File: src/rtl/mmio_debounce_pkg.sv
// Shared definitions for the debounce MMIO slot core: register indices
// and the debounce period register width.
// Latency: n/a (package). Backpressure: n/a.
package mmio_debounce_pkg;

  // Slot register indices, decoded from addr[2:0]
  localparam logic [2:0] REG_LEVEL  = 3'd0;
  localparam logic [2:0] REG_RISE   = 3'd1;
  localparam logic [2:0] REG_FALL   = 3'd2;
  localparam logic [2:0] REG_CLR    = 3'd3;
  localparam logic [2:0] REG_PERIOD = 3'd4;
  localparam logic [2:0] REG_MASK   = 3'd5;

  // Width of the debounce period register and of each per-bit counter
  localparam int PERIOD_W = 8;

endpackage

File: src/rtl/mmio_debounce_core_bit.sv
// debounce_bit: 2-FF synchronizer plus tick-sampled debounce counter for one input.
// Latency: 2 clk for sync, then eff_period consecutive mismatching ticks; edge pulses coincide with the level update.
// Backpressure: none, free running.
// Ports: clk, reset (sync, active-high), tick (prescaler pulse), period (ticks, 0 acts as 1),
//        raw (async input), level (debounced), rise_p/fall_p (one-cycle combinational edge pulses).
module debounce_bit
  import mmio_debounce_pkg::*;
(
  input  logic                clk,
  input  logic                reset,
  input  logic                tick,
  input  logic [PERIOD_W-1:0] period,
  input  logic                raw,
  output logic                level,
  output logic                rise_p,
  output logic                fall_p
);

  logic                s_meta;
  logic                s_sync;
  logic                lvl;
  logic [PERIOD_W-1:0] cnt;
  logic [PERIOD_W-1:0] eff_period;
  logic [PERIOD_W:0]   cnt_inc;
  logic                diff;
  logic                done;
  logic                flip;

  assign eff_period = (period == '0) ? PERIOD_W'(1) : period;
  // One extra bit so cnt == 255 cannot wrap before the compare
  assign cnt_inc    = {1'b0, cnt} + (PERIOD_W+1)'(1);
  assign diff       = s_sync ^ lvl;
  assign done       = (cnt_inc >= {1'b0, eff_period});
  assign flip       = tick & diff & done;

  assign level  = lvl;
  assign rise_p = flip &  s_sync;
  assign fall_p = flip & ~s_sync;

  always_ff @(posedge clk) begin
    if (reset) begin
      s_meta <= 1'b0;
      s_sync <= 1'b0;
      lvl    <= 1'b0;
      cnt    <= '0;
    end else begin
      s_meta <= raw;
      s_sync <= s_meta;
      if (tick) begin
        if (diff) begin
          if (done) begin
            lvl <= s_sync;
            cnt <= '0;
          end else begin
            cnt <= cnt_inc[PERIOD_W-1:0];
          end
        end else begin
          // any agreeing sample restarts the count
          cnt <= '0;
        end
      end
    end
  end

endmodule

File: src/rtl/mmio_debounce_core.sv
// mmio_debounce_core: FPRO MMIO slot that debounces N_SW inputs and latches sticky edge events.
// Latency: rd_data combinational on addr; writes land on the cs&write edge; irq registered (1 clk after flag change).
// Backpressure: none; the slot always accepts reads and writes.
// Ports: clk, reset (sync, active-high), cs/read/write/addr/wr_data/rd_data (slot bus), din (raw inputs), irq.
// Optional: MMIO_DEBOUNCE_IRQ_EN adds the reg-5 event mask and a live irq (requires N_SW <= 16).
module mmio_debounce_core
  import mmio_debounce_pkg::*;
#(
  parameter int N_SW     = 10,
  parameter int TICK_DIV = 50000,
  parameter int DB_TICKS = 20
) (
  input  logic            clk,
  input  logic            reset,
  input  logic            cs,
  input  logic            read,
  input  logic            write,
  input  logic [4:0]      addr,
  input  logic [31:0]     wr_data,
  output logic [31:0]     rd_data,
  input  logic [N_SW-1:0] din,
  output logic            irq
);

  localparam int PW = (TICK_DIV > 1) ? $clog2(TICK_DIV) : 1;

  logic [PW-1:0]       presc;
  logic                tick;
  logic [2:0]          reg_sel;
  logic                wr_en;
  logic [N_SW-1:0]     clr_mask;
  logic [N_SW-1:0]     level;
  logic [N_SW-1:0]     rise_p;
  logic [N_SW-1:0]     fall_p;
  logic [N_SW-1:0]     rise_r;
  logic [N_SW-1:0]     fall_r;
  logic [PERIOD_W-1:0] period_r;
  logic                unused;

  // Reads have no side effects, and upper addr bits are don't-care
  assign unused = ^{read, addr[4:3], wr_data};

  assign reg_sel  = addr[2:0];
  assign wr_en    = cs & write;
  assign clr_mask = (wr_en && reg_sel == REG_CLR) ? wr_data[N_SW-1:0] : '0;
  assign tick     = (presc == PW'(TICK_DIV - 1));

  always_ff @(posedge clk) begin
    if (reset) begin
      presc <= '0;
    end else if (tick) begin
      presc <= '0;
    end else begin
      presc <= presc + PW'(1);
    end
  end

  for (genvar i = 0; i < N_SW; i++) begin : g_bit
    debounce_bit u_bit (
      .clk    (clk),
      .reset  (reset),
      .tick   (tick),
      .period (period_r),
      .raw    (din[i]),
      .level  (level[i]),
      .rise_p (rise_p[i]),
      .fall_p (fall_p[i])
    );
  end

  // Sticky flags: a pulse in the same cycle as a clear wins
  always_ff @(posedge clk) begin
    if (reset) begin
      rise_r   <= '0;
      fall_r   <= '0;
      period_r <= PERIOD_W'(DB_TICKS);
    end else begin
      rise_r <= (rise_r & ~clr_mask) | rise_p;
      fall_r <= (fall_r & ~clr_mask) | fall_p;
      if (wr_en && reg_sel == REG_PERIOD) begin
        period_r <= wr_data[PERIOD_W-1:0];
      end
    end
  end

`ifdef MMIO_DEBOUNCE_IRQ_EN
  logic [2*N_SW-1:0] mask_r;

  always_ff @(posedge clk) begin
    if (reset) begin
      mask_r <= '0;
      irq    <= 1'b0;
    end else begin
      if (wr_en && reg_sel == REG_MASK) begin
        mask_r <= wr_data[2*N_SW-1:0];
      end
      irq <= |((rise_r & mask_r[N_SW-1:0]) | (fall_r & mask_r[2*N_SW-1:N_SW]));
    end
  end
`else
  assign irq = 1'b0;
`endif

  always_comb begin
    rd_data = '0;
    case (reg_sel)
      REG_LEVEL:  rd_data[N_SW-1:0]     = level;
      REG_RISE:   rd_data[N_SW-1:0]     = rise_r;
      REG_FALL:   rd_data[N_SW-1:0]     = fall_r;
      REG_PERIOD: rd_data[PERIOD_W-1:0] = period_r;
`ifdef MMIO_DEBOUNCE_IRQ_EN
      REG_MASK:   rd_data[2*N_SW-1:0]   = mask_r;
`endif
      default:    rd_data = '0;
    endcase
  end

endmodule
File: config.mk
export PLATFORM = sky130hd
export DESIGN_NAME = mmio_debounce_core
export DESIGN_NICKNAME = d
export VERILOG_FILES = /design/src/rtl/mmio_debounce_pkg.sv /design/src/rtl/mmio_debounce_core_bit.sv /design/src/rtl/mmio_debounce_core.sv
export SDC_FILE = /design/constraint.sdc
export NUM_CORES = 1
export LEC_CHECK = 0
export ABC_AREA = 1
export BUFFER_PORTS_ARGS = -buffer_cell sky130_fd_sc_hd__buf_4
export CORE_ASPECT_RATIO = 0.5
export CORE_MARGIN = 2
export CORE_UTILIZATION = 35
export DETAILED_ROUTE_END_ITERATION = 8
export HOLD_SLACK_MARGIN = 0.15
export PLACE_DENSITY = 0.58
export SLEW_MARGIN = 10
export SYNTH_ARGS = -nofsm -noshare
export SYNTH_HDL_FRONTEND = slang
export SYNTH_SLANG_ARGS = --single-unit
File: constraint.sdc
create_clock -name clk -period 4.6 [get_ports clk]
set_input_delay 0.23 -clock clk [delete_from_list [all_inputs] [get_ports clk]]
set_output_delay 0.23 -clock clk [all_outputs]
set_load 0.01 [all_outputs]
==> impl_metrics.csv <==
group,metric,value,unit
outcome,status,"completed",
logic_synthesis,ys.flop_type,"dfxtp_1",
sta,rsz0062_at_grt,"no",
power_and_ir_drop,power_density,273.9,mW/mm2
cts,cts_root_buffer,"clkbuf_16",
cells_and_area,multiInputGateArea,0.005156,mm2
logic_synthesis,synthArstFlopShare,0,%
place,gp_congestion,0.8454,
logic_synthesis,syn_area_per_cell,7.006,um2
cts,clk_pin_slew_worst_paths,0.06,ns
cells_and_area,fillers,2632,
sta,max_freq,0.3512,GHz
sta,setup_violations,0,
sta,worst_hold_slack,0.1808,ns
cts,tritoncts,"built",
logic_synthesis,synthDominantCellAreaShare,33.44,%
routing,drtIter0Drc,483,
sta,fin_crit_sh,61.91,%
routing,dr_total_vias,8279,
logic_synthesis,seq_area_frac_synth,33.44,%
logic_synthesis,synth_largest_area_cell,"dfxtp_1",
place,hpwlAfterDp,16.38,mm
cts,cts_buffers,17,
sta,tightestPinTransition,0.9055,ns
sta,fin_skew,0.005993,ns
worst_setup_path,cp_slowest_stage_delay,0.68,ns
cells_and_area,num-nets-final,1498,
worst_setup_path,worstRegToRegCells,9,
global_route,gr-total-overflow,0,
logic_synthesis,synthTopCellsByCount,"nand2_1 (327), inv_1 (205), dfxtp_1 (154)",
worst_setup_path,r2r_slack,1.75,ns
worst_setup_path,arrival,3.20,ns
cts,htreeDepth,4,
routing,drc,0,
logic_synthesis,synth_warnings,0,
cts,cts.repair.resized,0,
global_route,grt.total_usage,17.34,%
routing,vias_per_cell,4.783,
hold_path,hp-class,"input port to flip-flop",
power_and_ir_drop,ir_drop,0.2505,mV
worst_setup_path,cp_max_fo,9,
hold_path,holdPathStages,4,
power_and_ir_drop,power.total,2.897,mW
logic_synthesis,synthTopCellsByArea,"dfxtp_1 (33%), nand2_1 (13%), ha_1 (9.8%), inv_1 (8.3%), o21ai_0 (4.0%)",
cells_and_area,fin_area,0.01057,mm2
logic_synthesis,yosysMostFrequentCell,"nand2_1",
cts,postCtsSetupBuffers,0,
cts,clk_path_buf_depth,2,
routing,ant_nets,0,
flow_run,maxCapViolations,0,
sta,slew_viol_final,0,
worst_setup_path,r2r_start,"period_r[6]$_SDFFE_PP0P_",
logic_synthesis,ys_types,43,
routing,totalWireLength,23.44,mm
cells_and_area,seq_area,0.003083,mm2
cells_and_area,syn_to_final_growth,14.68,%
cells_and_area,antenna_cells,0,
cts,clk_latency,0.43,ns
logic_synthesis,ys_ff_latch,154,
hold_path,hold-path-endpoint,"fall_r[8]$_SDFF_PP0_",
cells_and_area,drive_gt1_share,9.373,%
global_route,antenna_found_initial,0,
sta,period_needed,2.848,ns
floorplan,dieWidth,233.5,um
worst_setup_path,critPathKind,"flip-flop to flip-flop",
floorplan,coreArea,0.02555,mm2
floorplan,rows,41,
global_route,first_global_vias,7725,
cts,cts_sinks,154,
floorplan,die_area,0.02774,mm2
global_route,grt_max_degree,76,
worst_setup_path,slowest_stage,"dfxtp_1",
global_route,grt_pass1_wl,38.16,mm
place,portBuffers,36,
floorplan,die_h,118.8,um
logic_synthesis,synth_edf_count,0,
routing,firstDrtPassIters,5,
power_and_ir_drop,leakage,4.700,nW
sta,tns,0,ns
place,dpl_cell_area,0.009814,mm2
worst_setup_path,path_cells,"clkinv_1 > buf_4 > ha_1 > a21oi_1 > o21ai_0 > inv_1 > nand4_1 > nand2b_2 > o21ai_1",
routing,wl_per_cell,13.54,um
worst_setup_path,start_kind,"flip-flop",
worst_setup_path,required,4.95,ns
sta,slew_headroom,39.41,%
worst_setup_path,cp-end-kind,"flip-flop",
worst_setup_path,r2r-end,"g_bit[9].u_bit.cnt[0]$_SDFFE_PP0N_",
floorplan,ioPinCount,85,
hold_path,hold_path_startpoint,"wr_data[8]",
sta,finalHoldViolations,0,
floorplan,start_util,36.09,%
logic_synthesis,netlist_area,0.009220,mm2
logic_synthesis,syn_inst,1316,
routing by layer:
metal	GRT usage, %	vias up	share of wire (%)
met5	0	-	0
met4	4.747	0	1.4
met3	3.161	19	4.1
met2	29.09	157	47
met1	22.75	3806	48
li1	-	4297	-
worst max-delay path, delay by kind of cell (launching register included):
kind                       cells  cell delay (ns)
adders and majority gates      1             0.32
DFF                            1             0.68
AOI/OAI and AO/OA              3             0.48
and+or+nand+nor                2             0.53
buffers and inverters          3             0.76
final cells by class:
class,instances,area share [%]
inverters,213,7.561
clock inverters,12,1.160
clock buffers,20,4.319
repair buffers,64,4.970
well taps,344,4.071
multi-input cells,924,48.76
flip-flops and latches,154,29.16
worst max-delay path by stage:
stage	startpoint	end	slack [ns]	cells after the start
3_5_place_dp	period_r[6]$_SDFFE_PP0P_	g_bit[5].u_bit.cnt[0]$_SDFFE_PP0N_	1.82	18
3_3_place_gp	period_r[6]$_SDFFE_PP0P_	g_bit[5].u_bit.cnt[7]$_SDFFE_PP0N_	1.86	18
2_1_floorplan	period_r[4]$_SDFFE_PP1P_	g_bit[3].u_bit.cnt[0]$_SDFFE_PP0N_	1.55	19
4_1_cts	period_r[6]$_SDFFE_PP0P_	g_bit[9].u_bit.cnt[0]$_SDFFE_PP0N_	1.83	9
5_1_grt	period_r[6]$_SDFFE_PP0P_	g_bit[5].u_bit.cnt[3]$_SDFFE_PP0N_	1.46	18
6_report	period_r[6]$_SDFFE_PP0P_	g_bit[9].u_bit.cnt[0]$_SDFFE_PP0N_	1.75	9
state kept, by name, indices dropped and copies added, names as in the netlist:
name / count
rise_r: 10
g_bit.u_bit.level: 10
g_bit.u_bit.s_meta: 10
period_r: 8
fall_r: 10
presc: 16
g_bit.u_bit.s_sync: 10
g_bit.u_bit.cnt: 80
cells by family after synthesis:
group	Yosys count	synth area share, %
xor+xnor	49	4.655
buf+inv	260	11.70
simple gates	561	26.77
other cells	1	0.04067
fa+ha+maj	72	9.771
compound gates	219	13.62
flops	154	33.44
cell usage in the layout (no fill, tap or decap), types with 18 or more instances in the layout:
cell type	n
a21oi_1	68
buf_4	46
conb_1	23
dfxtp_1	154
dlygate4sd3_1	18
ha_1	72
inv_1	205
nand2_1	327
nand3_1	71
nor2_1	94
o21ai_0	73
o21ai_1	22
xor2_1	40
power breakdown:
group | switching [mW] | leakage (nW) | internal (mW)
sequential | 0.00779 | 1.25 | 1.35
clock | 0.579 | 0.286 | 0.824
combinational | 0.0917 | 3.17 | 0.0483
total | 0.679 | 4.70 | 2.22
repair_timing:
action,CTS,global route
hold endpoints to repair,18,0
hold buffers,18,0
endpoints found under the setup margin,0,0
metrics by stage:
step,cells,utilization [%],worst slack (ns)
6_report,1731,41.39,1.752
3_3_place_gp,1681,38.42,1.863
2_1_floorplan,1338,-,1.553
5_1_grt,1731,41.39,1.464
4_1_cts,1731,41.39,1.830
3_5_place_dp,1681,38.42,1.822
Power figures use the tool's default switching activity.
